==> config.mk <==
export PLATFORM = sky130hd
export DESIGN_NAME = ccu_jump_seq
export DESIGN_NICKNAME = d
export VERILOG_FILES = /design/src/rtl/ccu_pkg.sv /design/src/rtl/ccu_digit_strobe.sv /design/src/rtl/ccu_jump_seq.sv
export SDC_FILE = /design/constraint.sdc
export NUM_CORES = 1
export LEC_CHECK = 0
export ABC_AREA = 1
export ABC_CLOCK_PERIOD_IN_PS = 1300
export CAP_MARGIN = 0
export CORE_MARGIN = 2
export CORE_UTILIZATION = 35
export DETAILED_ROUTE_END_ITERATION = 10
export DONT_BUFFER_PORTS = 1
export HOLD_SLACK_MARGIN = 0.06
export RECOVER_POWER = 50
export SLEW_MARGIN = 10
export SYNTH_ARGS = -nofsm -noshare
export SYNTH_HDL_FRONTEND = slang
export SYNTH_SLANG_ARGS = --single-unit
==> constraint.sdc <==
create_clock -name clk -period 1.3 [get_ports clk]
set_input_delay 0.065 -clock clk [delete_from_list [all_inputs] [get_ports clk]]
set_output_delay 0.065 -clock clk [all_outputs]
set_load 0.02 [all_outputs]
==> src/rtl/ccu_pkg.sv <==
`default_nettype none
// +----------------------------------------------------------------------------+
// | Module      : ccu_pkg                                                      |
// | Description : Shared types and constants for the CCU jump-order sequencer. |
// |               Holds the sequencer state encoding, the conditional order    |
// |               bit indices and the default per-order jump polarity.         |
// | Revision    : 1.0 - initial release                                        |
// +----------------------------------------------------------------------------+
package ccu_pkg;

    // Sequencer states, 2-bit encoding.
    typedef enum logic [1:0] {
        IDLE    = 2'd0,
        ARM     = 2'd1,
        WAIT_EV = 2'd2,
        END     = 2'd3
    } ccu_state_e;

    // Bit positions of the conditional orders in order_cond.
    localparam int ORD_E = 0;
    localparam int ORD_G = 1;

    // Polarity per conditional order: 1 = jump on acc >= 0, 0 = jump on acc < 0.
    // E jumps on a non-negative accumulator, G on a negative one.
    localparam logic [1:0] COND_POL_DEFAULT = 2'b01;

endpackage : ccu_pkg
`default_nettype wire

==> src/rtl/ccu_digit_strobe.sv <==
`default_nettype none
// +----------------------------------------------------------------------------+
// | Module      : ccu_digit_strobe                                             |
// | Description : Decodes one fixed digit position into separate odd-cycle and |
// |               even-cycle strobes.                                          |
// | Ports       : digit    (in)  current digit position from timing unit       |
// |               odd      (in)  1 = odd minor cycle                           |
// |               odd_hit  (out) digit == DIG during an odd minor cycle        |
// |               even_hit (out) digit == DIG during an even minor cycle       |
// | Revision    : 1.0 - initial release                                        |
// +----------------------------------------------------------------------------+
module ccu_digit_strobe
    import ccu_pkg::*;
#(
    parameter int DIGITS = 36,
    parameter int DIG    = 0
) (
    input  logic [$clog2(DIGITS)-1:0] digit,
    input  logic                      odd,
    output logic                      odd_hit,
    output logic                      even_hit
);

    localparam int                c_DW  = $clog2(DIGITS);
    localparam logic [c_DW-1:0]   c_DIG = c_DW'(DIG);

    logic w_match;

    assign w_match  = (digit == c_DIG);
    assign odd_hit  = w_match & odd;
    assign even_hit = w_match & ~odd;

endmodule : ccu_digit_strobe
`default_nettype wire

==> src/rtl/ccu_jump_seq.sv <==
`default_nettype none
// +----------------------------------------------------------------------------+
// | Module      : ccu_jump_seq                                                 |
// | Description : Jump-order sequencer for the control section. Accepts        |
// |               NUM_COND conditional jump orders plus one unconditional      |
// |               jump, strobes the accumulator sign test, decides the jump,   |
// |               suppresses the SCT increment for a taken jump and issues     |
// |               end pulses until acknowledged or the retry limit is hit.     |
// | Ports       : clk          (in)  system clock                              |
// |               rst          (in)  asynchronous active-high reset            |
// |               s2           (in)  one-cycle stimulating pulse from MCU      |
// |               order_cond   (in)  decoded conditional jump orders           |
// |               op_j         (in)  unconditional jump opcode decode          |
// |               extended_pos (in)  qualifier for the unconditional jump      |
// |               digit        (in)  current digit position                    |
// |               odd          (in)  1 = odd minor cycle                       |
// |               acc_sign     (in)  accumulator sign, valid on dv cycle       |
// |               ep_done      (in)  end-pulse acknowledge                     |
// |               dv           (out) sign-test strobe to accumulator           |
// |               jump_uc      (out) op_j & extended_pos                       |
// |               jump_taken   (out) registered jump decision                  |
// |               stop_one_b   (out) suppress SCT increment                    |
// |               ep5          (out) end pulse for transfer                    |
// |               busy         (out) sequencer not idle                        |
// |               order_err    (out) one-cycle error pulse                     |
// | Revision    : 1.0 - initial release                                        |
// +----------------------------------------------------------------------------+
module ccu_jump_seq
    import ccu_pkg::*;
#(
    parameter int                  NUM_COND   = 2,
    parameter logic [NUM_COND-1:0] COND_POL   = NUM_COND'(COND_POL_DEFAULT),
    parameter int                  DIGITS     = 36,
    parameter int                  SIGN_DIGIT = 35,
    parameter int                  END_DIGIT  = 0,
    parameter int                  MAX_EP5    = 4
) (
    input  logic                      clk,
    input  logic                      rst,
    input  logic                      s2,
    input  logic [NUM_COND-1:0]       order_cond,
    input  logic                      op_j,
    input  logic                      extended_pos,
    input  logic [$clog2(DIGITS)-1:0] digit,
    input  logic                      odd,
    input  logic                      acc_sign,
    input  logic                      ep_done,
    output logic                      dv,
    output logic                      jump_uc,
    output logic                      jump_taken,
    output logic                      stop_one_b,
    output logic                      ep5,
    output logic                      busy,
    output logic                      order_err
);

    localparam int              c_IW  = (NUM_COND > 1) ? $clog2(NUM_COND) : 1;
    localparam int              c_CW  = $clog2(MAX_EP5 + 1);
    localparam logic [c_CW-1:0] c_MAX = c_CW'(MAX_EP5);

    // ------------------------------------------------------------------
    // Digit strobes
    // ------------------------------------------------------------------
    logic w_sig_stb;
    logic w_unused_sig_even;
    logic w_od_end;
    logic w_ev_end;

    ccu_digit_strobe #(
        .DIGITS (DIGITS),
        .DIG    (SIGN_DIGIT)
    ) u_sign_strobe (
        .digit    (digit),
        .odd      (odd),
        .odd_hit  (w_sig_stb),
        .even_hit (w_unused_sig_even)
    );

    ccu_digit_strobe #(
        .DIGITS (DIGITS),
        .DIG    (END_DIGIT)
    ) u_end_strobe (
        .digit    (digit),
        .odd      (odd),
        .odd_hit  (w_od_end),
        .even_hit (w_ev_end)
    );

    // ------------------------------------------------------------------
    // Order decode
    // ------------------------------------------------------------------
    logic            w_any_order;
    logic            w_multi_order;
    logic [c_IW-1:0] w_cond_idx;

    assign jump_uc     = op_j & extended_pos;
    assign w_any_order = jump_uc | (|order_cond);

    // x & (x-1) is non-zero exactly when two or more bits of x are set.
    assign w_multi_order = (|(order_cond & (order_cond - NUM_COND'(1))))
                         | (jump_uc & (|order_cond));

    // Lowest set index wins: scan downwards so the last hit is the lowest.
    always_comb begin
        w_cond_idx = '0;
        for (int i = NUM_COND - 1; i >= 0; i--) begin
            if (order_cond[i]) begin
                w_cond_idx = c_IW'(i);
            end
        end
    end

    // ------------------------------------------------------------------
    // State and datapath registers
    // ------------------------------------------------------------------
    ccu_state_e      r_state;
    ccu_state_e      w_state_nxt;
    logic            r_uc;
    logic [c_IW-1:0] r_idx;
    logic            r_jump_taken;
    logic [c_CW-1:0] r_ep_cnt;
    logic            r_order_err;

    logic w_latch;
    logic w_sample;
    logic w_clear;
    logic w_err;

    always_comb begin
        w_state_nxt = r_state;
        dv          = 1'b0;
        stop_one_b  = 1'b0;
        ep5         = 1'b0;
        w_latch     = 1'b0;
        w_sample    = 1'b0;
        w_clear     = 1'b0;
        w_err       = 1'b0;

        case (r_state)
            IDLE: begin
                // s2 is broadcast; without an order bit it belongs elsewhere.
                if (s2 && w_any_order) begin
                    w_latch     = 1'b1;
                    w_err       = w_multi_order;
                    w_state_nxt = ARM;
                end
            end

            ARM: begin
                w_err = s2;
                if (w_sig_stb) begin
                    dv          = 1'b1;
                    w_sample    = 1'b1;
                    w_state_nxt = WAIT_EV;
                end
            end

            WAIT_EV: begin
                w_err      = s2;
                stop_one_b = r_jump_taken;
                if (w_ev_end) begin
                    w_state_nxt = END;
                end
            end

            END: begin
                w_err      = s2;
                stop_one_b = r_jump_taken;
                // Once the retry budget is spent no further pulse is issued.
                if (w_od_end && (r_ep_cnt < c_MAX)) begin
                    ep5 = 1'b1;
                end
                if (ep_done) begin
                    w_clear     = 1'b1;
                    w_state_nxt = IDLE;
                end else if (w_od_end && (r_ep_cnt == c_MAX)) begin
                    w_err       = 1'b1;
                    w_clear     = 1'b1;
                    w_state_nxt = IDLE;
                end
            end

            default: begin
                w_state_nxt = IDLE;
            end
        endcase
    end

    always_ff @(posedge clk or posedge rst) begin
        if (rst) begin
            r_state      <= IDLE;
            r_uc         <= 1'b0;
            r_idx        <= '0;
            r_jump_taken <= 1'b0;
            r_ep_cnt     <= '0;
            r_order_err  <= 1'b0;
        end else begin
            r_state     <= w_state_nxt;
            r_order_err <= w_err;

            if (w_latch) begin
                r_uc  <= jump_uc;
                r_idx <= w_cond_idx;
            end

            if (w_clear) begin
                r_jump_taken <= 1'b0;
            end else if (w_sample) begin
                r_jump_taken <= r_uc | (COND_POL[r_idx] ? ~acc_sign : acc_sign);
            end

            // Saturating pulse counter; ep5 is already gated at c_MAX.
            if (w_clear) begin
                r_ep_cnt <= '0;
            end else if (ep5 && (r_ep_cnt < c_MAX)) begin
                r_ep_cnt <= r_ep_cnt + c_CW'(1);
            end
        end
    end

    assign jump_taken = r_jump_taken;
    assign busy       = (r_state != IDLE);
    assign order_err  = r_order_err;

endmodule : ccu_jump_seq
`default_nettype wire

# Word-level counts from Yosys, hierarchy flattened
# Index checks and enable logic that the tools add are counted.
[word_totals] register_bits=9 input_bits=16 out_inout_bits=7 elab_cells=73
[op_classes] add_sub_neg=2 magnitude_cmp=2 eq_ne=9 muxes=29 bitwise=11 reduce_logical=14
[ops] cell="$mux W1" count=20
[ops] cell="$mux W2" count=5
[ops] cell="$pmux W2 S4" count=1
[ops] cell="$reduce_or A2 Y1" count=4
[ops] cell="$eq A6 B6 Y1 const B" count=1
[ops] cell="$logic_not A6 Y1" count=1
[ops] cell="$mux W3" count=2
[ops] cell="$reduce_bool A2 Y1" count=3
[ops] cell="$and A1 B1 Y1" count=5
[ops] cell="$eq A2 B2 Y1 const B" count=2
[ops] cell="$logic_and A1 B1 Y1" count=4
[ops] cell="$ne A2 B1 Y1 const B" count=2
[ops] cell="$reduce_and A4 Y1" count=1
[ops] cell="$add A3 B1 Y3 const B" count=1
[ops] cell="$eq A3 B3 Y1 const B" count=1
[ops] cell="$lt A3 B3 Y1 const B" count=1
[ops] cell="$ne A3 B3 Y1 const B" count=1
[ops] cell="$or A1 B1 Y1" count=3
[ops] cell="$pmux W1 S3" count=1
[ops] cell="$and A2 B2 Y2" count=1
[ops] cell="$eq A2 B1 Y1 const B" count=1
[ops] cell="$logic_not A2 Y1" count=1
[ops] cell="$lt A1 B2 Y1 const B" count=1
[ops] cell="$ne A2 B2 Y1 const B" count=1
[ops] cell="2 further kinds" count=3

# Longest topological paths before layout
# Gate-level depths: netlist of the first run.
[depth] depth_word=8 depth_mapped=9 ltp_nobuf=9

# Cells and area by module
# Synthesis of the first run repeated with hierarchy kept, for this count alone.
[hier_totals] cells_unflattened=100 area_unflattened_um2=703.2
[by_module_without_submodules] module="ccu_jump_seq" instances=1 cells_per_inst=84 area_per_inst_um2=630.6
[by_module_without_submodules] module="ccu_digit_strobe at u_sign_strobe" instances=1 cells_per_inst=9 area_per_inst_um2=45.0
[by_module_without_submodules] module="ccu_digit_strobe at u_end_strobe" instances=1 cells_per_inst=7 area_per_inst_um2=27.5

# Least setup slack after synthesis of the first run
# OpenSTA, ideal clock, no wires.
[synth_path] path_type="register to register" from="reg r_state[0]" to="reg r_uc" setup_time_ps=119 t_arrival_ps=1119 setup_slack_ps=62 stages_incl_launch_ff=7 n_path_buf=0 period_less_slack_ps=1238 path_cell_list="dfrtp_1 > inv_1 > ha_1 > inv_1 > nor2_1 > nand2_1 > o21a_1"
[synth_between] elab_chain_len=2
[synth_rtl] item="start, declared" line_no="ccu_jump_seq.sv:116" source="ccu_state_e r_state;"
[synth_rtl] item="start signal, assigned" line_no="ccu_jump_seq.sv:198" source="r_state <= w_state_nxt;"
[synth_rtl] item="$logic_not A2 Y1" line_no="ccu_jump_seq.sv:139" source="case (r_state)"
[synth_rtl] item="$mux W1" line_no="ccu_jump_seq.sv:139"
[synth_rtl] item="end signal, assigned" line_no="ccu_jump_seq.sv:202" source="r_uc <= jump_uc;"
[synth_rtl] item="end, declared" line_no="ccu_jump_seq.sv:118" source="logic r_uc;"
# No other way between the ends.
# A chain may end at the register's enable or synchronous reset.

# Final worst setup path of the first run
[layout_path] from="reg r_state[0]" to="out stop_one_b"
[layout_between] elab_chain_len=3
[layout_rtl] item="$eq A2 B2 Y1" line_no="ccu_jump_seq.sv:139"
[layout_rtl] item="$reduce_or A2 Y1 (no source line) (*)"
[layout_rtl] item="$mux W1 (*)" line_no="ccu_jump_seq.sv:139"
[layout_rtl] item="end, declared" line_no="ccu_jump_seq.sv:51" source="output logic stop_one_b,"
# Mark *: on every way between the ends. The rest lies on a longest branch, timed or not.

==> report_table.html, run 1 <==
<table>
<tr><th>Metric</th><th>Value</th></tr>
<tr><th colspan="2">Outcome</th></tr>
<tr><td>Status</td><td>finished with violations</td></tr>
<tr><td>Violations in the final reports</td><td>negative setup slack</td></tr>
<tr><th colspan="2">Routing</th></tr>
<tr><td>Count of vias placed by the detailed router</td><td>671</td></tr>
<tr><td>Vias per Instance</td><td>4.660</td></tr>
<tr><td>Total length of routed wires</td><td>1637 um</td></tr>
<tr><td>Post-detailed-route wirelength per cell</td><td>11.37 um</td></tr>
<tr><td>Detailed-route DRC error count</td><td>0</td></tr>
<tr><td>Detailed Route Iter0 Violations</td><td>10</td></tr>
<tr><td>Number of antenna-violating nets in the routed design</td><td>0</td></tr>
<tr><td>Total iterations of the first detailed-routing run</td><td>4</td></tr>
<tr><th colspan="2">Setup path</th></tr>
<tr><td>Type of the worst setup path</td><td>reg -&gt; out</td></tr>
<tr><td>Crit path DAT</td><td>1.26 ns</td></tr>
<tr><td>WP data required</td><td>1.24 ns</td></tr>
<tr><td>Maximum net fanout on the critical path</td><td>4</td></tr>
<tr><td>Kind of end point of the critical path</td><td>primary output</td></tr>
<tr><td>Slack of the worst reg-to-reg path</td><td>0.06 ns</td></tr>
<tr><td>Worst setup SP type</td><td>register</td></tr>
<tr><th colspan="2">Floorplan</th></tr>
<tr><td>Die Ht</td><td>49.73 um</td></tr>
<tr><td>Initial core utilization</td><td>37.31%</td></tr>
<tr><td>Placeable core region</td><td>0.001962 sq mm</td></tr>
<tr><td>Floorplan die area</td><td>0.002473 sq mm</td></tr>
<tr><td>Row count</td><td>16</td></tr>
<tr><td>Die span in x</td><td>49.73 um</td></tr>
<tr><td>I/O pin cnt</td><td>23</td></tr>
<tr><th colspan="2">Synthesis</th></tr>
<tr><td>Register bit count reported by yosys</td><td>9</td></tr>
<tr><td>Dominant combinational cell family by area after synthesis</td><td>simple AND/OR/NAND/NOR gates</td></tr>
<tr><td>Fraction of the mapped netlist area in adder cells</td><td>10.26%</td></tr>
<tr><td>Average cell area after synthesis</td><td>7.176 sq um</td></tr>
<tr><td>Netlist area before placement</td><td>732.0 sq um</td></tr>
<tr><td>Fraction of synthesized cell area in xor and xnor cells</td><td>1.197%</td></tr>
<tr><td>Share of synthesized flip-flops with an asynchronous set or reset</td><td>100.0%</td></tr>
<tr><td>Main flop type after synthesis</td><td>sky130_fd_sc_hd__dfrtp_1</td></tr>
<tr><td>Share of the yosys chip area belonging to registers</td><td>30.77%</td></tr>
<tr><td>Synth top area cells</td><td>sky130_fd_sc_hd__dfrtp_1, sky130_fd_sc_hd__nand2_1, sky130_fd_sc_hd__inv_1, sky130_fd_sc_hd__ha_1, sky130_fd_sc_hd__nand3_1</td></tr>
<tr><td>Post-synth net total</td><td>124</td></tr>
<tr><td>Post-synthesis compound-gate area fraction</td><td>7.179%</td></tr>
<tr><td>Most numerous cell in the Yosys netlist</td><td>sky130_fd_sc_hd__nand2_1</td></tr>
<tr><td>Mapped Cells</td><td>102</td></tr>
<tr><td>Post-synth EDFFs</td><td>0</td></tr>
<tr><td>Simple-gate share of the synthesized area</td><td>38.63%</td></tr>
<tr><td>Mux contribution to synthesized area</td><td>0%</td></tr>
<tr><td>Area share of the largest cell type after synthesis</td><td>30.77%</td></tr>
<tr><td>Largest area contributor in the synthesized netlist</td><td>sky130_fd_sc_hd__dfrtp_1</td></tr>
<tr><td>Yosys Warn Count</td><td>0</td></tr>
<tr><td>Synth cell count leaders</td><td>sky130_fd_sc_hd__nand2_1, sky130_fd_sc_hd__inv_1, sky130_fd_sc_hd__nand3_1</td></tr>
<tr><td>Post-synthesis cell type count</td><td>18</td></tr>
<tr><th colspan="2">Clock tree</th></tr>
<tr><td>Number of buffers created by CTS</td><td>3</td></tr>
<tr><td>CTS sink cnt</td><td>9</td></tr>
<tr><td>Root buffer cell</td><td>sky130_fd_sc_hd__clkbuf_4</td></tr>
<tr><td>Clock slew at reported path FFs</td><td>0.06 ns</td></tr>
<tr><td>Clock tree from TritonCTS</td><td>built</td></tr>
<tr><td>Insertion delay of the later-clocked pin in the worst-skew pair</td><td>0.26 ns</td></tr>
<tr><td>Deepest level of the CTS H-tree</td><td>1</td></tr>
<tr><td>Bufs on Longest Clock Path</td><td>2</td></tr>
<tr><th colspan="2">Cells and area</th></tr>
<tr><td>Final Non-Filler Cells</td><td>144</td></tr>
<tr><td>Fraction of final layout cells with drive strength greater than 1</td><td>36.75%</td></tr>
<tr><td>Fraction of the core area covered by cells at the end of the flow</td><td>49.55%</td></tr>
<tr><td>Seq. cell area</td><td>227.7 sq um</td></tr>
<tr><td>Multi-input combinational cell area</td><td>491.7 sq um</td></tr>
<tr><td>Count of antenna diodes in the layout</td><td>0</td></tr>
<tr><td>Area Overhead vs Synth</td><td>32.82%</td></tr>
<tr><td>Layout net count</td><td>140</td></tr>
<tr><td>Number of fill cells in the layout</td><td>208</td></tr>
<tr><th colspan="2">STA</th></tr>
<tr><td>Slew Limit Headroom</td><td>77.17%</td></tr>
<tr><td>Worst-case clock skew</td><td>0.009097 ns</td></tr>
<tr><td>Tightest Pin Transition</td><td>0.3420 ns</td></tr>
<tr><td>Setup-violating endpoint count in the final report</td><td>2</td></tr>
<tr><td>Setup slack after layout</td><td>-0.02291 ns</td></tr>
<tr><td>Tightest hold margin</td><td>0.05151 ns</td></tr>
<tr><td>Final Slew Violations</td><td>0</td></tr>
<tr><td>Shortest clock period the worst path allows after layout</td><td>1.323 ns</td></tr>
<tr><td>Sum of negative setup slack</td><td>-0.03054 ns</td></tr>
<tr><td>RSZ-0062 raised after global routing</td><td>true</td></tr>
<tr><td>Maximum achievable frequency</td><td>0.7559 GHz</td></tr>
<tr><td>Final clock period utilization by the worst path</td><td>101.8%</td></tr>
<tr><td>Final Hold Vio Count</td><td>0</td></tr>
<tr><th colspan="2">Global route</th></tr>
<tr><td>Vias in the first global route</td><td>644</td></tr>
<tr><td>GRT Util Overall</td><td>14.53%</td></tr>
<tr><td>Number of antenna violations at the first check in global routing</td><td>0</td></tr>
<tr><td>Global-route wire length before repair</td><td>2670 um</td></tr>
<tr><td>Pin count of the biggest net entering global routing</td><td>10</td></tr>
<tr><td>Overflow left after global routing</td><td>0</td></tr>
<tr><th colspan="2">Placement</th></tr>
<tr><td>Placer congestion estimate</td><td>0.8209</td></tr>
<tr><td>Number of cells after detailed placement</td><td>134</td></tr>
<tr><td>I/O Buffers</td><td>0</td></tr>
<tr><td>HPWL Detailed</td><td>1234 um</td></tr>
<tr><th colspan="2">Power</th></tr>
<tr><td>Leak</td><td>0.0004846 uW</td></tr>
<tr><td>IR drop worst, VDD</td><td>1.009 mV</td></tr>
<tr><td>Pwr/cell area</td><td>1659 mW/mm^2</td></tr>
<tr><th colspan="2">Job</th></tr>
<tr><td>MaxCap Viol Count</td><td>0</td></tr>
<tr><th colspan="2">Worst hold path</th></tr>
<tr><td>Hold WC Path Type</td><td>in -&gt; reg</td></tr>
</table>
-- critical path, cell delays in order, from the launching register on --
cell	delay (ns)
sky130_fd_sc_hd__dfrtp_2	0.46
sky130_fd_sc_hd__inv_2	0.09
sky130_fd_sc_hd__ha_4	0.14
sky130_fd_sc_hd__inv_4	0.04
sky130_fd_sc_hd__a21oi_2	0.12
sky130_fd_sc_hd__buf_4	0.15
-- worst paths after layout --
kind	from	end	cells past startpoint
max	r_state[0]	stop_one_b	5
min	s2	order_err	4
max reg2reg	r_state[1]	r_state[0]	8
min reg2reg	r_uc	r_uc	1
max in group asynchronous	rst	r_state[1]	2
min in group asynchronous	rst	r_idx	2
-- cell families after synthesis --
family | after synthesis
compound gates | 10
xor+xnor | 1
fa+ha+maj | 6
buf+inv | 23
flops | 9
simple gates | 53
-- cell usage in the layout, fill, tap and decap left out, types with 5 or more instances in the layout --
cell	synthesis	final
sky130_fd_sc_hd__inv_2	1	7
sky130_fd_sc_hd__dfrtp_1	9	7
sky130_fd_sc_hd__nor2_2	5	5
sky130_fd_sc_hd__nand3_1	10	10
sky130_fd_sc_hd__nand2_1	25	25
sky130_fd_sc_hd__inv_1	21	14
sky130_fd_sc_hd__buf_4	0	5
sky130_fd_sc_hd__o21ai_0	6	5
-- area by class of cell --
cell class | count | area share [%]
well taps | 27 | 3.475
clock buffers | 4 | 2.703
multi-input cells | 70 | 50.58
flip-flops and latches | 9 | 23.42
repair buffers | 11 | 10.42
inverters | 23 | 9.395
-- through the flow --
step / total power, uW / area (sq um) / worst slack (ns)
CTS: 1597 / 944.7 / -0.02533
detailed placement: 1168 / 803.3 / 0.04202
finish: 1613 / 972.2 / -0.02291
global route: 1754 / 972.2 / -0.08087
floorplan: 987.2 / 732.0 / 0.06178
global placement: 1169 / 803.3 / 0.02254
-- metal layers --
layer  global-route usage (%)  vias up  routed length, um
li1                         -      344                  -
met1                    16.95      305                724
met2                    23.78       20                803
met3                    2.727        2                 90
met4                    10.19        0                 18
met5                        0        -                  0
-- power breakdown --
part	internal [uW]	total (uW)	leakage (uW)	switching [uW]
clock network	118	214	0.0000150	95.8
registers	385	515	0.000115	130
logic	380	884	0.000355	504
-- sequential cells by signal, indices dropped and copies added (netlist names) --
signal and flops:
r_state 2, r_ep_cnt 3, r_idx 1, r_uc 1
order_err 1, jump_taken 1
-- timing repair --
| action | in CTS | in global routing |
|---|---|---|
| hold buffers | 3 | 0 |
| endpoints found under the setup margin | 4 | 13 |
| endpoints found under the hold margin | 10 | 0 |
| pin swaps | 5 | 2 |
| gates resized for setup | 20 | 8 |
| setup buffers | 2 | 1 |
Power figures use the tool's default switching activity.
==> run 2, diff against run 1 <==
--- a/config.mk
+++ b/config.mk
@@ -8,7 +8,6 @@
 export ABC_AREA = 1
 export ABC_CLOCK_PERIOD_IN_PS = 1300
 export CAP_MARGIN = 0
-export CORE_MARGIN = 2
 export CORE_UTILIZATION = 35
 export DETAILED_ROUTE_END_ITERATION = 10
 export DONT_BUFFER_PORTS = 1
==> run 2 against run 1 <==
Net effect:
- the run still ends with negative setup slack left
- combinational power increased by 13%
- global-route usage increased by 2.5 points
- hold slack improved by 0.010 ns
- register-to-register slack got worse by 0.02 ns
- utilization increased by 3.1 points
==> report_table.html, run 2 (synthesized netlist as in run 1, its figures left out) <==
<table>
<tr><th>Metric</th><th>Value</th></tr>
<tr><th colspan="2">Outcome</th></tr>
<tr><td>Status</td><td>finished with violations</td></tr>
<tr><td>Violations in the final reports</td><td>negative setup slack</td></tr>
<tr><th colspan="2">STA</th></tr>
<tr><td>Setup slack after layout</td><td>-0.01315 ns</td></tr>
<tr><td>Final Hold Vio Count</td><td>0</td></tr>
<tr><td>Worst-case clock skew</td><td>0.005396 ns</td></tr>
<tr><td>Sum of negative setup slack</td><td>-0.01896 ns</td></tr>
<tr><td>Setup-violating endpoint count in the final report</td><td>2</td></tr>
<tr><td>Shortest clock period the worst path allows after layout</td><td>1.313 ns</td></tr>
<tr><td>Final clock period utilization by the worst path</td><td>101.0%</td></tr>
<tr><td>Final Slew Violations</td><td>0</td></tr>
<tr><td>Slew Limit Headroom</td><td>76.94%</td></tr>
<tr><td>Maximum achievable frequency</td><td>0.7615 GHz</td></tr>
<tr><td>RSZ-0062 raised after global routing</td><td>true</td></tr>
<tr><td>Tightest Pin Transition</td><td>0.3455 ns</td></tr>
<tr><th colspan="2">Floorplan</th></tr>
<tr><td>Placeable core region</td><td>0.001962 sq mm</td></tr>
<tr><td>I/O pin cnt</td><td>23</td></tr>
<tr><td>Die Ht</td><td>47.73 um</td></tr>
<tr><td>Initial core utilization</td><td>37.31%</td></tr>
<tr><td>Row count</td><td>16</td></tr>
<tr><td>Floorplan die area</td><td>0.002278 sq mm</td></tr>
<tr><td>Die span in x</td><td>47.73 um</td></tr>
<tr><th colspan="2">Global route</th></tr>
<tr><td>Overflow left after global routing</td><td>0</td></tr>
<tr><td>Number of antenna violations at the first check in global routing</td><td>0</td></tr>
<tr><td>GRT Util Overall</td><td>16.99%</td></tr>
<tr><td>Global-route wire length before repair</td><td>2615 um</td></tr>
<tr><td>Pin count of the biggest net entering global routing</td><td>10</td></tr>
<tr><td>Vias in the first global route</td><td>667</td></tr>
<tr><th colspan="2">Placement</th></tr>
<tr><td>I/O Buffers</td><td>0</td></tr>
<tr><td>HPWL Detailed</td><td>1234 um</td></tr>
<tr><td>Placer congestion estimate</td><td>0.7816</td></tr>
<tr><td>Placed standard-cell area</td><td>803.3 sq um</td></tr>
<tr><th colspan="2">Setup path</th></tr>
<tr><td>Cell-by-cell listing of the critical path</td><td>inv_2 &gt; ha_4 &gt; inv_4 &gt; a21oi_4 &gt; buf_6</td></tr>
<tr><td>Worst setup SP type</td><td>register</td></tr>
<tr><td>CP max stage cell</td><td>sky130_fd_sc_hd__dfrtp_2</td></tr>
<tr><td>WP data required</td><td>1.24 ns</td></tr>
<tr><td>Kind of end point of the critical path</td><td>primary output</td></tr>
<tr><td>Largest stage delay on the critical path</td><td>0.44 ns</td></tr>
<tr><td>Largest delay contributor family on the critical path</td><td>flip-flops</td></tr>
<tr><td>Sum of buffers and inverters on the critical path</td><td>3</td></tr>
<tr><td>Maximum net fanout on the critical path</td><td>4</td></tr>
<tr><td>Crit path DAT</td><td>1.25 ns</td></tr>
<tr><td>Type of the worst setup path</td><td>reg -&gt; out</td></tr>
<tr><th colspan="2">Cells and area</th></tr>
<tr><td>Flip-flop count of the largest register after layout</td><td>3</td></tr>
<tr><td>Most common library cell in the layout ignoring fill and taps</td><td>sky130_fd_sc_hd__nand2_1</td></tr>
<tr><td>Number of fill cells in the layout</td><td>201</td></tr>
<tr><td>Commonest non-fill, non-tap cells in the layout</td><td>sky130_fd_sc_hd__nand2_1, sky130_fd_sc_hd__inv_1, sky130_fd_sc_hd__inv_2, sky130_fd_sc_hd__nand3_1, sky130_fd_sc_hd__dfrtp_1</td></tr>
<tr><td>Multi-input combinational cell area</td><td>519.2 sq um</td></tr>
<tr><td>Area Overhead vs Synth</td><td>41.20%</td></tr>
<tr><td>Fraction of final layout cells with drive strength greater than 1</td><td>43.33%</td></tr>
<tr><td>Summed area of non-filler cells in the final layout</td><td>0.001033 sq mm</td></tr>
<tr><td>Seq. cell area</td><td>227.7 sq um</td></tr>
<tr><td>Count of antenna diodes in the layout</td><td>0</td></tr>
<tr><td>Layout net count</td><td>143</td></tr>
<tr><td>Largest registers ranked by flip-flop count</td><td>r_ep_cnt: 3 flops, r_state: 2 flops</td></tr>
<tr><td>Register bank with the most flops</td><td>r_ep_cnt</td></tr>
<tr><th colspan="2">Power</th></tr>
<tr><td>Switching power as a share of total power</td><td>44.79%</td></tr>
<tr><td>Clock network power share</td><td>12.2%</td></tr>
<tr><td>Net Sw Power</td><td>771.7 uW</td></tr>
<tr><td>Pwr/cell area</td><td>1667 mW/mm^2</td></tr>
<tr><td>IR drop worst, VDD</td><td>0.9909 mV</td></tr>
<tr><td>Combinational share of power</td><td>57.8%</td></tr>
<tr><td>Cell-internal power</td><td>951.1 uW</td></tr>
<tr><td>Fraction of power consumed by sequential logic</td><td>30.0%</td></tr>
<tr><td>Leak</td><td>0.0005044 uW</td></tr>
<tr><th colspan="2">Routing</th></tr>
<tr><td>Detailed Route Iter0 Violations</td><td>9</td></tr>
<tr><td>Total iterations of the first detailed-routing run</td><td>4</td></tr>
<tr><td>Vias per Instance</td><td>4.878</td></tr>
<tr><td>Count of vias placed by the detailed router</td><td>717</td></tr>
<tr><td>Number of antenna-violating nets in the routed design</td><td>0</td></tr>
<tr><td>Detailed-route DRC error count</td><td>0</td></tr>
<tr><td>Total length of routed wires</td><td>1747 um</td></tr>
<tr><td>Post-detailed-route wirelength per cell</td><td>11.88 um</td></tr>
<tr><th colspan="2">Job</th></tr>
<tr><td>MaxCap Viol Count</td><td>0</td></tr>
<tr><th colspan="2">Clock tree</th></tr>
<tr><td>Clock slew at reported path FFs</td><td>0.06 ns</td></tr>
<tr><td>Clock tree from TritonCTS</td><td>built</td></tr>
<tr><td>Bufs on Longest Clock Path</td><td>2</td></tr>
<tr><td>Deepest level of the CTS H-tree</td><td>1</td></tr>
<tr><td>Number of buffers created by CTS</td><td>3</td></tr>
<tr><td>Root buffer cell</td><td>sky130_fd_sc_hd__clkbuf_4</td></tr>
<tr><td>CTS sink cnt</td><td>9</td></tr>
<tr><td>Insertion delay of the later-clocked pin in the worst-skew pair</td><td>0.26 ns</td></tr>
<tr><th colspan="2">Worst hold path</th></tr>
<tr><td>Hold WC Path Type</td><td>in -&gt; reg</td></tr>
</table>
-- run 2: layer usage --
layer / global-route usage [%] / up-vias / share of wire [%] / wire (um)
li1: - / 351 / - / -
met1: 20.05 / 330 / 42 / 740
met2: 28.92 / 31 / 50 / 868
met3: 2.642 / 5 / 5.7 / 99
met4: 10.00 / 0 / 2.2 / 38
met5: 0 / - / 0 / 0
-- run 2: area by class of cell --
class | count | share of cell area (%)
sequential | 9 | 22.03
clock buffer | 4 | 2.542
multi-input combinational | 70 | 50.24
timing repair buffer | 14 | 13.08
inverter | 23 | 8.838
tap | 27 | 3.269
-- run 2: worst paths after layout --
path / start / end / slack, ns / depth (start not counted)
worst max register to register: r_state[0] / r_state[0] / 0.04 / 8
min in group asynchronous: rst / r_idx / 0.21 / 2
max in group asynchronous: rst / r_state[1] / 0.82 / 2
worst min register to register: r_uc / r_uc / 0.51 / 1
worst min-delay path: s2 / order_err / 0.06 / 4
worst max-delay path: r_state[0] / stop_one_b / -0.01 / 5
-- run 2: repair_timing --
item                       in CTS  in global routing
pin swaps                       5                  9
resized for setup              20                 18
buffers inserted                3                  3
hold buffers                    3                  0
hold endpoints to repair       10                  0
setup endpoints to repair       6                 12
-- run 2: power by group through the flow --
stage / logic (uW) / clock network [uW] / registers [uW]
floorplan: 521 / 0 / 466
global placement: 674 / 0 / 485
detailed placement: 679 / 0 / 486
CTS: 868 / 221 / 513
global route: 1110 / 248 / 532
finish: 996 / 211 / 516
-- run 2: tightest hold or removal path, delay by kind of cell --
family	cells	cell delay (ns)
and+or+nand+nor	3	0.17
AOI/OAI and AO/OA	1	0.04
-- run 2: stage by stage --
| stage | hold WS (ns) | util (%) | setup slack (ns) | cells | power (uW) |
|---|---|---|---|---|---|
| after CTS | 0.07406 | 48.53 | -0.01126 | 144 | 1602 |
| after global routing | 0.07411 | 52.68 | -0.1036 | 147 | 1887 |
| after global placement | -0.05043 | 40.94 | 0.01769 | 134 | 1159 |
| after floorplan | -0.1071 | - | 0.06178 | 102 | 987.2 |
| final | 0.06167 | 52.68 | -0.01315 | 147 | 1723 |
| after detailed placement | -0.05852 | 40.94 | 0.002771 | 134 | 1165 |
==> run 3, diff against run 2 <==
--- a/config.mk
+++ b/config.mk
@@ -6,13 +6,15 @@
 export NUM_CORES = 1
 export LEC_CHECK = 0
 export ABC_AREA = 1
-export ABC_CLOCK_PERIOD_IN_PS = 1300
+export ABC_CLOCK_PERIOD_IN_PS = 1500
 export CAP_MARGIN = 0
 export CORE_UTILIZATION = 35
+export CTS_BUF_LIST = sky130_fd_sc_hd__clkbuf_16
 export DETAILED_ROUTE_END_ITERATION = 10
 export DONT_BUFFER_PORTS = 1
 export HOLD_SLACK_MARGIN = 0.06
 export RECOVER_POWER = 50
+export SKIP_LAST_GASP = 1
 export SLEW_MARGIN = 10
 export SYNTH_ARGS = -nofsm -noshare
 export SYNTH_HDL_FRONTEND = slang
==> constraint.sdc (replaced) <==
create_clock -name clk -period 1.5 [get_ports clk]
set_input_delay 0.075 -clock clk [delete_from_list [all_inputs] [get_ports clk]]
set_output_delay 0.075 -clock clk [all_outputs]
set_load 0.02 [all_outputs]
==> run 3 against run 2 <==
Net effect:
- the flow now finishes without violations
- clock power increased by 120%
- register-to-register slack better by 0.17 ns
- flip-flop and latch count did not move
- non-clock buffer count is 8 lower
- hold slack improved by 0.042 ns
- total power down 15%
- critical path type unchanged
- cell count decreased by 5.4%
- utilization shrank 6.8 points
- clock skew decreased by 0.0044 ns
==> report_table.html, run 3 (synthesized netlist as in run 1, its figures left out) <==
<table>
<tr><th>Metric</th><th>Value</th></tr>
<tr><th colspan="2">Outcome</th></tr>
<tr><td>Status</td><td>finished, final reports clean</td></tr>
<tr><th colspan="2">Power</th></tr>
<tr><td>Switching power as a share of total power</td><td>38.17%</td></tr>
<tr><td>Clock network power share</td><td>31.5%</td></tr>
<tr><td>Cell-internal power</td><td>902.9 uW</td></tr>
<tr><td>Net Sw Power</td><td>557.3 uW</td></tr>
<tr><td>Pwr/cell area</td><td>1623 mW/mm^2</td></tr>
<tr><td>Fraction of power consumed by sequential logic</td><td>28.5%</td></tr>
<tr><td>IR drop worst, VDD</td><td>0.8854 mV</td></tr>
<tr><td>Combinational share of power</td><td>40.0%</td></tr>
<tr><td>Leak</td><td>0.0004880 uW</td></tr>
<tr><th colspan="2">Routing</th></tr>
<tr><td>Detailed Route Iter0 Violations</td><td>10</td></tr>
<tr><td>Total length of routed wires</td><td>1442 um</td></tr>
<tr><td>Post-detailed-route wirelength per cell</td><td>10.37 um</td></tr>
<tr><td>Number of antenna-violating nets in the routed design</td><td>0</td></tr>
<tr><td>Total iterations of the first detailed-routing run</td><td>4</td></tr>
<tr><td>Detailed-route DRC error count</td><td>0</td></tr>
<tr><td>Vias per Instance</td><td>4.568</td></tr>
<tr><td>Count of vias placed by the detailed router</td><td>635</td></tr>
<tr><th colspan="2">Cells and area</th></tr>
<tr><td>Count of antenna diodes in the layout</td><td>0</td></tr>
<tr><td>Flip-flop count of the largest register after layout</td><td>3</td></tr>
<tr><td>Register bank with the most flops</td><td>r_ep_cnt</td></tr>
<tr><td>Largest registers ranked by flip-flop count</td><td>r_ep_cnt: 3 flops, r_state: 2 flops</td></tr>
<tr><td>Fraction of the core area covered by cells at the end of the flow</td><td>45.85%</td></tr>
<tr><td>Area Overhead vs Synth</td><td>22.91%</td></tr>
<tr><td>Summed area of non-filler cells in the final layout</td><td>899.6 sq um</td></tr>
<tr><td>Layout net count</td><td>135</td></tr>
<tr><td>Fraction of final layout cells with drive strength greater than 1</td><td>21.43%</td></tr>
<tr><td>Most common library cell in the layout ignoring fill and taps</td><td>sky130_fd_sc_hd__nand2_1</td></tr>
<tr><td>Commonest non-fill, non-tap cells in the layout</td><td>sky130_fd_sc_hd__nand2_1, sky130_fd_sc_hd__inv_1, sky130_fd_sc_hd__nand3_1, sky130_fd_sc_hd__dfrtp_1, sky130_fd_sc_hd__o21ai_0</td></tr>
<tr><th colspan="2">Global route</th></tr>
<tr><td>Overflow left after global routing</td><td>0</td></tr>
<tr><td>Number of antenna violations at the first check in global routing</td><td>0</td></tr>
<tr><td>Vias in the first global route</td><td>594</td></tr>
<tr><td>Met2 Use GR</td><td>25.41%</td></tr>
<tr><td>GRT Util Overall</td><td>15.00%</td></tr>
<tr><td>Grt met1 use</td><td>16.67%</td></tr>
<tr><td>Pin count of the biggest net entering global routing</td><td>10</td></tr>
<tr><td>Met3 Track Usage GR</td><td>4.528%</td></tr>
<tr><td>Busiest metal layer after global routing</td><td>met2</td></tr>
<tr><td>Global-route wire length before repair</td><td>2290 um</td></tr>
<tr><th colspan="2">Clock tree</th></tr>
<tr><td>Bufs on Longest Clock Path</td><td>2</td></tr>
<tr><td>Deepest level of the CTS H-tree</td><td>1</td></tr>
<tr><td>CTS sink cnt</td><td>9</td></tr>
<tr><td>Clock tree from TritonCTS</td><td>built</td></tr>
<tr><td>Insertion delay of the later-clocked pin in the worst-skew pair</td><td>0.24 ns</td></tr>
<tr><td>Number of buffers created by CTS</td><td>3</td></tr>
<tr><td>Clock slew at reported path FFs</td><td>0.04 ns</td></tr>
<tr><td>Root buffer cell</td><td>sky130_fd_sc_hd__clkbuf_16</td></tr>
<tr><th colspan="2">Placement</th></tr>
<tr><td>HPWL Detailed</td><td>1220 um</td></tr>
<tr><td>Placer congestion estimate</td><td>0.7305</td></tr>
<tr><td>I/O Buffers</td><td>0</td></tr>
<tr><td>Placed standard-cell area</td><td>788.3 sq um</td></tr>
<tr><th colspan="2">STA</th></tr>
<tr><td>Worst-case clock skew</td><td>0.001037 ns</td></tr>
<tr><td>Sum of negative setup slack</td><td>0 ns</td></tr>
<tr><td>Shortest clock period the worst path allows after layout</td><td>1.396 ns</td></tr>
<tr><td>Final Slew Violations</td><td>0</td></tr>
<tr><td>RSZ-0062 raised after global routing</td><td>false</td></tr>
<tr><td>Tightest hold margin</td><td>0.1034 ns</td></tr>
<tr><td>Maximum achievable frequency</td><td>0.7161 GHz</td></tr>
<tr><td>Tightest Pin Transition</td><td>0.3254 ns</td></tr>
<tr><td>Setup-violating endpoint count in the final report</td><td>0</td></tr>
<tr><td>Final clock period utilization by the worst path</td><td>93.10%</td></tr>
<tr><td>Final Hold Vio Count</td><td>0</td></tr>
<tr><td>Slew Limit Headroom</td><td>78.28%</td></tr>
<tr><th colspan="2">Setup path</th></tr>
<tr><td>Type of the worst setup path</td><td>reg -&gt; out</td></tr>
<tr><td>Cell-by-cell listing of the critical path</td><td>inv_1 &gt; ha_1 &gt; inv_1 &gt; a21oi_1 &gt; buf_4</td></tr>
<tr><td>CP max stage cell</td><td>sky130_fd_sc_hd__dfrtp_1</td></tr>
<tr><td>Most Frequent Cell on Critical Path</td><td>sky130_fd_sc_hd__inv_1</td></tr>
<tr><td>WP data required</td><td>1.42 ns</td></tr>
<tr><td>Maximum net fanout on the critical path</td><td>4</td></tr>
<tr><td>Slack of the worst reg-to-reg path</td><td>0.21 ns</td></tr>
<tr><td>Worst setup SP type</td><td>register</td></tr>
<tr><td>Launch instance of the worst register-to-register path</td><td>r_state[0]</td></tr>
<tr><td>Largest stage delay on the critical path</td><td>0.40 ns</td></tr>
<tr><td>Number of cells on the worst reg-to-reg path</td><td>6</td></tr>
<tr><td>Kind of end point of the critical path</td><td>primary output</td></tr>
<tr><td>Terminus of the critical flop-to-flop path</td><td>order_err</td></tr>
<tr><td>Crit path DAT</td><td>1.32 ns</td></tr>
<tr><th colspan="2">Floorplan</th></tr>
<tr><td>Floorplan die area</td><td>0.002278 sq mm</td></tr>
<tr><td>Die span in x</td><td>47.73 um</td></tr>
<tr><td>Initial core utilization</td><td>37.31%</td></tr>
<tr><td>I/O pin cnt</td><td>23</td></tr>
<tr><td>Row count</td><td>16</td></tr>
<tr><td>Die Ht</td><td>47.73 um</td></tr>
<tr><td>Placeable core region</td><td>0.001962 sq mm</td></tr>
<tr><th colspan="2">Worst hold path</th></tr>
<tr><td>Hold depth</td><td>3</td></tr>
<tr><td>Hold path startpoint</td><td>s2</td></tr>
<tr><td>Hold WC Path Type</td><td>in -&gt; reg</td></tr>
<tr><td>Hold Path End</td><td>r_idx</td></tr>
<tr><th colspan="2">Job</th></tr>
<tr><td>MaxCap Viol Count</td><td>0</td></tr>
</table>
## run 3: area by class of cell
cell class | instances | area, sq um
fillers | 217 | 1062
clock inverters | 1 | 3.754
clock buffers | 3 | 75.07
flip-flops and latches | 9 | 225.2
inverters | 23 | 87.58
well taps | 27 | 33.78
repair buffers | 6 | 52.55
multi-input cells | 70 | 421.7
## run 3: routing by layer
metal | up-vias | wire length, um
li1 | 333 | -
met4 | 0 | 40
met5 | - | 0
met2 | 19 | 700
met1 | 278 | 625
met3 | 5 | 75
## run 3: worst max path at each step
stage | to | from | depth (start not counted) | slack (ns)
global placement | r_state[0] | r_state[0] | 6 | 0.19
floorplan | r_uc | r_state[0] | 6 | 0.26
CTS | stop_one_b | r_state[1] | 4 | 0.07
detailed placement | r_state[0] | r_state[1] | 6 | 0.20
global route | stop_one_b | r_state[0] | 5 | 0.03
finish | stop_one_b | r_state[0] | 5 | 0.10
## run 3: repair_timing
action	4_1_cts	5_1_grt
resized for setup	0	1
buffers inserted	0	0
hold buffers	3	0
endpoints found under the hold margin	10	0
setup endpoints to repair	0	1
## run 3: through the flow
stage / cells / setup WS (ns) / power, uW
after floorplan: 102 / 0.2618 / 855.5
after global placement: 132 / 0.1899 / 993.5
after detailed placement: 132 / 0.1951 / 996.7
after CTS: 139 / 0.06825 / 1476
after global routing: 139 / 0.03328 / 1584
final: 139 / 0.1036 / 1460
## run 3: power groups by stage
stage	sequential (uW)	clock, uW	combinational, uW
after floorplan	404	0	452
after global placement	413	0	580
after detailed placement	419	0	577
after CTS	416	473	588
after global routing	428	485	671
final	416	461	583
## run 3: worst max-delay path: cells and delay by family (launching register included)
family	cells	cell delay (ns)
flip-flops	1	0.40
buffers and inverters	3	0.34
adder cells (fa/ha/maj)	1	0.17
AO/OA/AOI/OAI	1	0.17
